<file path="src/rtl/fetch_queue_pkg.sv">
// Shared types for the instruction prefetch queue.
//   fetch_entry_t : one queued {pc, instruction} pair
//   is_pow2()     : elaboration-time check for legal queue depths
`ifndef WORD
`define WORD 64
`endif
`ifndef INSTR_LEN
`define INSTR_LEN 32
`endif

package fetch_pkg;

  localparam int unsigned WordW  = `WORD;
  localparam int unsigned InstrW = `INSTR_LEN;

  typedef struct packed {
    logic [WordW-1:0]  pc;
    logic [InstrW-1:0] instruction;
  } fetch_entry_t;

  function automatic bit is_pow2(input int unsigned v);
    return (v >= 2) && ((v & (v - 1)) == 0);
  endfunction

endpackage

</file>
<file path="src/rtl/fetch_queue_ring_ptr.sv">
// Modulo-Depth ring pointer used for the queue read and write positions.
//   clk     : system clock
//   reset   : synchronous active-high, pointer returns to 0
//   clear_i : synchronous clear to 0 (lower priority than reset)
//   inc_i   : advance by one, wrapping at Depth
//   ptr_o   : current pointer value
module ring_ptr #(
  parameter int unsigned Depth = 4,
  localparam int unsigned PtrW = (Depth > 1) ? $clog2(Depth) : 1
) (
  input  logic            clk,
  input  logic            reset,
  input  logic            clear_i,
  input  logic            inc_i,
  output logic [PtrW-1:0] ptr_o
);

  logic [PtrW-1:0] ptr_q, ptr_d;

  // Depth is a power of two, so the natural binary wrap is modulo Depth.
  always_comb begin
    ptr_d = ptr_q;
    if (clear_i) begin
      ptr_d = '0;
    end else if (inc_i) begin
      ptr_d = ptr_q + PtrW'(1);
    end
  end

  always_ff @(posedge clk) begin
    if (reset) begin
      ptr_q <= '0;
    end else begin
      ptr_q <= ptr_d;
    end
  end

  assign ptr_o = ptr_q;

endmodule

</file>
<file path="src/rtl/fetch_queue.sv">
// Instruction prefetch queue between fetch and decode: a circular FIFO of
// {pc, instruction} entries with valid/ready on both sides and a flush for
// branch redirects.
//   clk, reset                    : clock, synchronous active-high reset
//   flush                         : drop every queued entry (and any same-cycle push/pop)
//   in_valid/in_ready/in_pc/
//   in_instruction                : fetch-side handshake and entry
//   out_valid/out_ready/out_pc/
//   out_instruction               : decode-side handshake and head entry
//   count                         : number of occupied entries
module fetch_queue
  import fetch_pkg::*;
#(
  parameter int unsigned DEPTH     = 4,
  parameter int unsigned WORD      = `WORD,
  parameter int unsigned INSTR_LEN = `INSTR_LEN,
  localparam int unsigned PtrW     = (DEPTH > 1) ? $clog2(DEPTH) : 1,
  localparam int unsigned CntW     = $clog2(DEPTH + 1)
) (
  input  logic                 clk,
  input  logic                 reset,
  input  logic                 flush,
  input  logic                 in_valid,
  output logic                 in_ready,
  input  logic [WORD-1:0]      in_pc,
  input  logic [INSTR_LEN-1:0] in_instruction,
  output logic                 out_valid,
  input  logic                 out_ready,
  output logic [WORD-1:0]      out_pc,
  output logic [INSTR_LEN-1:0] out_instruction,
  output logic [CntW-1:0]      count
);

  if (!is_pow2(DEPTH)) begin : g_bad_depth
    $error("fetch_queue: DEPTH must be a power of two and >= 2");
  end
  if (WORD != WordW || INSTR_LEN != InstrW) begin : g_bad_width
    $error("fetch_queue: WORD/INSTR_LEN must match the fetch_entry_t widths");
  end

  localparam logic [CntW-1:0] Full = CntW'(DEPTH);

  fetch_entry_t    storage_q [DEPTH];
  fetch_entry_t    in_entry;
  logic [CntW-1:0] count_q, count_d;
  logic [PtrW-1:0] wr_ptr, rd_ptr;
  logic            push, pop;

  assign in_ready  = (count_q < Full);
  assign out_valid = (count_q != '0);
  assign push      = in_valid && in_ready && !flush;
  assign pop       = out_valid && out_ready && !flush;
  assign in_entry  = '{pc: in_pc, instruction: in_instruction};

  // Flush zeroes both pointers; that keeps rd_ptr == wr_ptr without a load port.
  ring_ptr #(
    .Depth (DEPTH)
  ) u_wr_ptr (
    .clk     (clk),
    .reset   (reset),
    .clear_i (flush),
    .inc_i   (push),
    .ptr_o   (wr_ptr)
  );

  ring_ptr #(
    .Depth (DEPTH)
  ) u_rd_ptr (
    .clk     (clk),
    .reset   (reset),
    .clear_i (flush),
    .inc_i   (pop),
    .ptr_o   (rd_ptr)
  );

  always_comb begin
    count_d = count_q;
    if (flush) begin
      count_d = '0;
    end else if (push && !pop) begin
      count_d = count_q + CntW'(1);
    end else if (pop && !push) begin
      count_d = count_q - CntW'(1);
    end
  end

  always_ff @(posedge clk) begin
    if (reset) begin
      count_q <= '0;
      for (int i = 0; i < DEPTH; i++) begin
        storage_q[i] <= '0;
      end
    end else begin
      count_q <= count_d;
      if (push) begin
        storage_q[wr_ptr] <= in_entry;
      end
    end
  end

  // Head is read straight from storage: no in_* to out_* combinational path.
  assign out_pc          = storage_q[rd_ptr].pc;
  assign out_instruction = storage_q[rd_ptr].instruction;
  assign count           = count_q;

endmodule
</file>
<file path="config.mk">
export PLATFORM = sky130hd
export DESIGN_NAME = fetch_queue
export DESIGN_NICKNAME = d
export VERILOG_FILES = /design/src/rtl/fetch_queue_pkg.sv /design/src/rtl/fetch_queue_ring_ptr.sv /design/src/rtl/fetch_queue.sv
export SDC_FILE = /design/constraint.sdc
export NUM_CORES = 1
export LEC_CHECK = 0
export ABC_AREA = 1
export CORE_UTILIZATION = 50
export CTS_CLUSTER_DIAMETER = 120
export DETAILED_ROUTE_END_ITERATION = 12
export PLACE_DENSITY_LB_ADDON = 0.3
export SYNTH_ARGS = -nofsm -noshare
export SYNTH_HDL_FRONTEND = slang
export SYNTH_SLANG_ARGS = --single-unit
</file>
<file path="constraint.sdc">
create_clock -name clk -period 12.9 [get_ports clk]
set_clock_uncertainty 0.15 [all_clocks]
set_input_delay 1.29 -clock clk [delete_from_list [all_inputs] [get_ports clk]]
set_output_delay 1.29 -clock clk [all_outputs]
set_load 0.02 [all_outputs]
</file>
# Word level (Yosys, flattened, before mapping)
# Memories as Yosys holds them, arrays and structs flattened. A register that Yosys moved wholly into a read port is not among the register bits.
# Cells that the tools add are included.
# Widths: inputs -> output; s select.
[op_classes]
add_sub_neg = 4
order_cmp = 1
mux = 12
reduce_logical = 13
[ops]
columns = ["operator", "n"]
rows = [
  ["$mux 96", 1],
  ["$reduce_or 96->1", 1],
  ["$logic_and 1x1->1", 6],
  ["$mux 1", 6],
  ["$mux 2", 3],
  ["$mux 3", 2],
  ["$add 2x1->2 const B", 2],
  ["$add 3x1->3 const B", 1],
  ["$logic_not 1->1", 3],
  ["$lt 3x3->1 const B", 1],
  ["$reduce_bool 3->1", 1],
  ["$sub 3x1->3 const B", 1],
  ["$reduce_bool 2->1", 1],
  ["$reduce_or 2->1", 1],
]
[word_totals]
regBits = 7
mem_bits_rw = 384
inputBits = 101
word_cells = 34
memories = 1
[mem_list]
columns = ["name", "words", "width", "rd", "rd_clocked_by_memory_dff", "write_ports", "line_no", "source"]
rows = [
  ["storage_q", 4, 96, 1, 1, 4, "fetch_queue.sv:43", "fetch_entry_t storage_q [DEPTH];"],
]

# Depth between registers and ports, before layout
[depth]
depth_word = 8
ltp_mapped = 12
mapped_depth_nobuf = 12

# Hierarchy
# From an unflattened synthesis, not the netlist that was laid out.
[hier_totals]
hier_cells = 1526
area_unflattened_um2 = 16664.7
[by_module_without_submodules]
columns = ["module", "instances", "cells_per_inst", "area_each_um2"]
rows = [
  ["fetch_queue", 1, 1504, 16507.1],
  ["ring_ptr", 2, 11, 78.8],
]

# Least setup slack after synthesis
# Ideal clock, no wire load.
[synth_timing]
kind = "input -> register"
start = "in flush"
end = "mem storage_q[0][0] in the netlist's numbering (enable)"
setup_time_ns = 0.683
arrival_ns = 8.310
t_required_ns = 12.067
path_slack_ns = 3.757
path_stages = 5
path_buffers = 0
cell_sequence = "inv_2 nand2_1 nor2_4 inv_2 o21ai_0"
[synth_lines]
columns = ["element", "line_no", "source"]
rows = [
  ["from (decl)", "fetch_queue.sv:22", "input logic flush,"],
  ["to (decl)", "fetch_queue.sv:43", ""],
]

==> impl_metrics.ini <==
[outcome]
status = completed

[final_layout]
fin_nets = 1778
area_growth_pct = 20.5
drive_gt1_frac = 0.0934
final-instance-count-excl-fill = 2151

[min_path]
min_path_type = flip-flop to flip-flop

[clock_tree]
cts_sinks = 393
cts_root_buf = clkbuf_16
cts_made_buffers = 39
cts_tree = yes
clk_latency_ns = 0.52
cts.clk_slew.worst_paths_ns = 0.06
clock_path_buffers = 3
cts_resized = 0
cts_max_level = 2
holdBufCountCts = 0
postCtsSetupRepairBufs = 0

[timing]
grt_setup_unrepaired = no
tns_ns = 0
hold_violations = 0
tightest_slew_ns = 1.11
worst_slack_ns = 7.83
setup_viol = 0
clock.fmax_ghz = 0.197
slew_viol_final = 0
min_period_ns = 5.07
hold_ws_ns = 0.368
fin_crit_sh = 0.393
relSlewSlack = 0.257

[critical_path]
crit_end = out_instruction[20]
path_cells = inv_2 -> buf_4 -> o21ai_0 -> o22ai_1 -> clkdlybuf4s50_1
rrSetupSlack_ns = 9.88
critPathMaxStageDelay_ns = 0.69
reg2reg_depth = 6
critPathMaxFanout = 57
reg2reg_from = u_wr_ptr.ptr_o[1]$_SDFFE_PP0P_
end_kind = output port
cp.required_ns = 11.46
cp-start-kind = flip-flop
critical_path_class = flip-flop to output port
rr_endpoint = storage_q[2][80]$_SDFFCE_PN0P_
cp.arrival_ns = 3.63
critPathSlowestCell = clkdlybuf4s50_1

[power]
powerDensity_nw_per_um2 = 138
p_leak_nw = 8.32
ir_drop_uv = 92.1

[routing]
first_pass_iters = 5
wirelength_um = 40600
remaining_drc_errors = 0
initialDrtViolationCount = 990
vias = 11749
detail-route-antenna-nets = 0
routedWlPerCell_um = 18.9
via_per_inst = 5.46

[global_route]
grt_max_degree = 108
first_global_vias = 11680
busiest_layer = met2
overflow = 0
track_usage = 0.232
use_met3 = 0.0387
grt_pass1_wl_um = 63100
grt_util_met2 = 0.390
antenna_found_initial = 1
gr-usage-met1 = 0.306

[synthesis]
synth_area_leaders = edfxtp_1 68%, nor2_1 9.9%, o21ai_0 5.8%
yosysTopAreaCell = edfxtp_1
ys_ff_latch = 393
synth_fp_nets = 1621
synthCells = 1518
synth_top_area_frac = 0.679
syn_avg_cell_area_um2 = 11.2
ys_warn_count = 0
synth.distinct_cells = 21
syn_area_um2 = 17000
ys_seq_area_frac = 0.690

[place]
dp_slack_ns = 8.45
place_congestion = 0.774
dp_hpwl_um = 21900
dp_cells = 2082
numPortBuffers = 201

[run]
cap_violations = 0

[die]
die_w_um = 186
die_area_um2 = 34700
io_pins = 202
row_count = 67
initial_core_util = 0.508
core_area_um2 = 33400
die_h_um = 186
[worst max-delay path, delay by kind of cell (launching register included)]
kind	cells	cell delay, ns
flops	1	0.50
buf+inv	3	1.98
compound gates	2	0.55
[logic make-up after synthesis]
family | synth area share
compound gates | 0.0952
fa+ha+maj | 0.00192
buf+inv | 0.0536
flops | 0.690
simple gates | 0.160
[layout by cell type (no fill, tap or decap), drive strengths merged, types with 3 or more instances in the layout]
master           n
nor2           489
clkdlybuf4s50  201
buf             17
o22ai           96
edfxtp         384
o21ai          196
dfxtp            9
nand2          116
bufinv           4
clkbuf          46
nand3            3
clkinv          17
inv            114
a21oi            7
[worst min-delay path by stage]
stage	startpoint	end	slack, ns	depth (start not counted)
4_1_cts	u_rd_ptr.ptr_o[0]$_SDFFE_PP0P_	u_rd_ptr.ptr_o[0]$_SDFFE_PP0P_	0.37	2
6_report	u_rd_ptr.ptr_o[0]$_SDFFE_PP0P_	u_rd_ptr.ptr_o[0]$_SDFFE_PP0P_	0.37	2
2_1_floorplan	u_rd_ptr.ptr_o[1]$_SDFFE_PP0P_	flip-flop	0.32	2
5_1_grt	u_rd_ptr.ptr_o[0]$_SDFFE_PP0P_	u_rd_ptr.ptr_o[0]$_SDFFE_PP0P_	0.38	2
3_5_place_dp	u_rd_ptr.ptr_o[1]$_SDFFE_PP0P_	flip-flop	0.36	2
3_3_place_gp	u_rd_ptr.ptr_o[1]$_SDFFE_PP0P_	flip-flop	0.33	2
[state kept, by name, summed over array words and instances, names as in the netlist, named ones only]
name / flops
count: 3
storage_q: 384
u_rd_ptr.ptr_o: 2
u_wr_ptr.ptr_o: 2
[area by class of cell]
| cell class | count | area [µm²] |
|---|---|---|
| Sequential cell | 393 | 11700 |
| Inverter | 113 | 432 |
| Timing Repair Buffer | 218 | 2140 |
| Fill cell | 2617 | 13000 |
| Antenna cell | 1 | 2.50 |
| Clock inverter | 22 | 198 |
| Clock buffer | 46 | 1000 |
| Tap cell | 448 | 561 |
| Multi-Input combinational cell | 910 | 4420 |
[routing by layer]
layer / vias up / part of all wire
met5: - / 0
met4: 0 / 0.026
met3: 69 / 0.074
met2: 460 / 0.49
met1: 5725 / 0.41
li1: 5495 / -
[synthesized netlist by cell type]
cell / instances
nor2_8: 1
nor2_4: 1
ha_1: 1
nor2_1: 448
nor2_2: 39
dfxtp_1: 9
nand3_1: 3
fa_1: 1
buf_6: 1
a21oi_1: 7
edfxtp_1: 384
buf_12: 4
buf_2: 24
inv_2: 3
clkbuf_1: 73
o22ai_1: 96
nand2_1: 76
nand2_4: 40
nand4_1: 1
inv_1: 110
o21ai_0: 196
[report_power, final]
group | total (mW) | leakage, nW | internal [mW] | switching, mW
clock network | 1.09 | 0.586 | 0.632 | 0.457
registers | 1.48 | 4.07 | 1.46 | 0.0157
logic | 0.249 | 3.66 | 0.0964 | 0.153
[metrics by stage]
stage | cell area, µm² | util | total power, mW
after floorplan | 17000 | - | 1.64
after global placement | 19300 | 0.576 | 1.75
final | 20500 | 0.612 | 2.82
after detailed placement | 19300 | 0.576 | 1.76
after CTS | 20500 | 0.612 | 2.83
after global routing | 20500 | 0.612 | 2.90
Power figures use the tool's default switching activity.
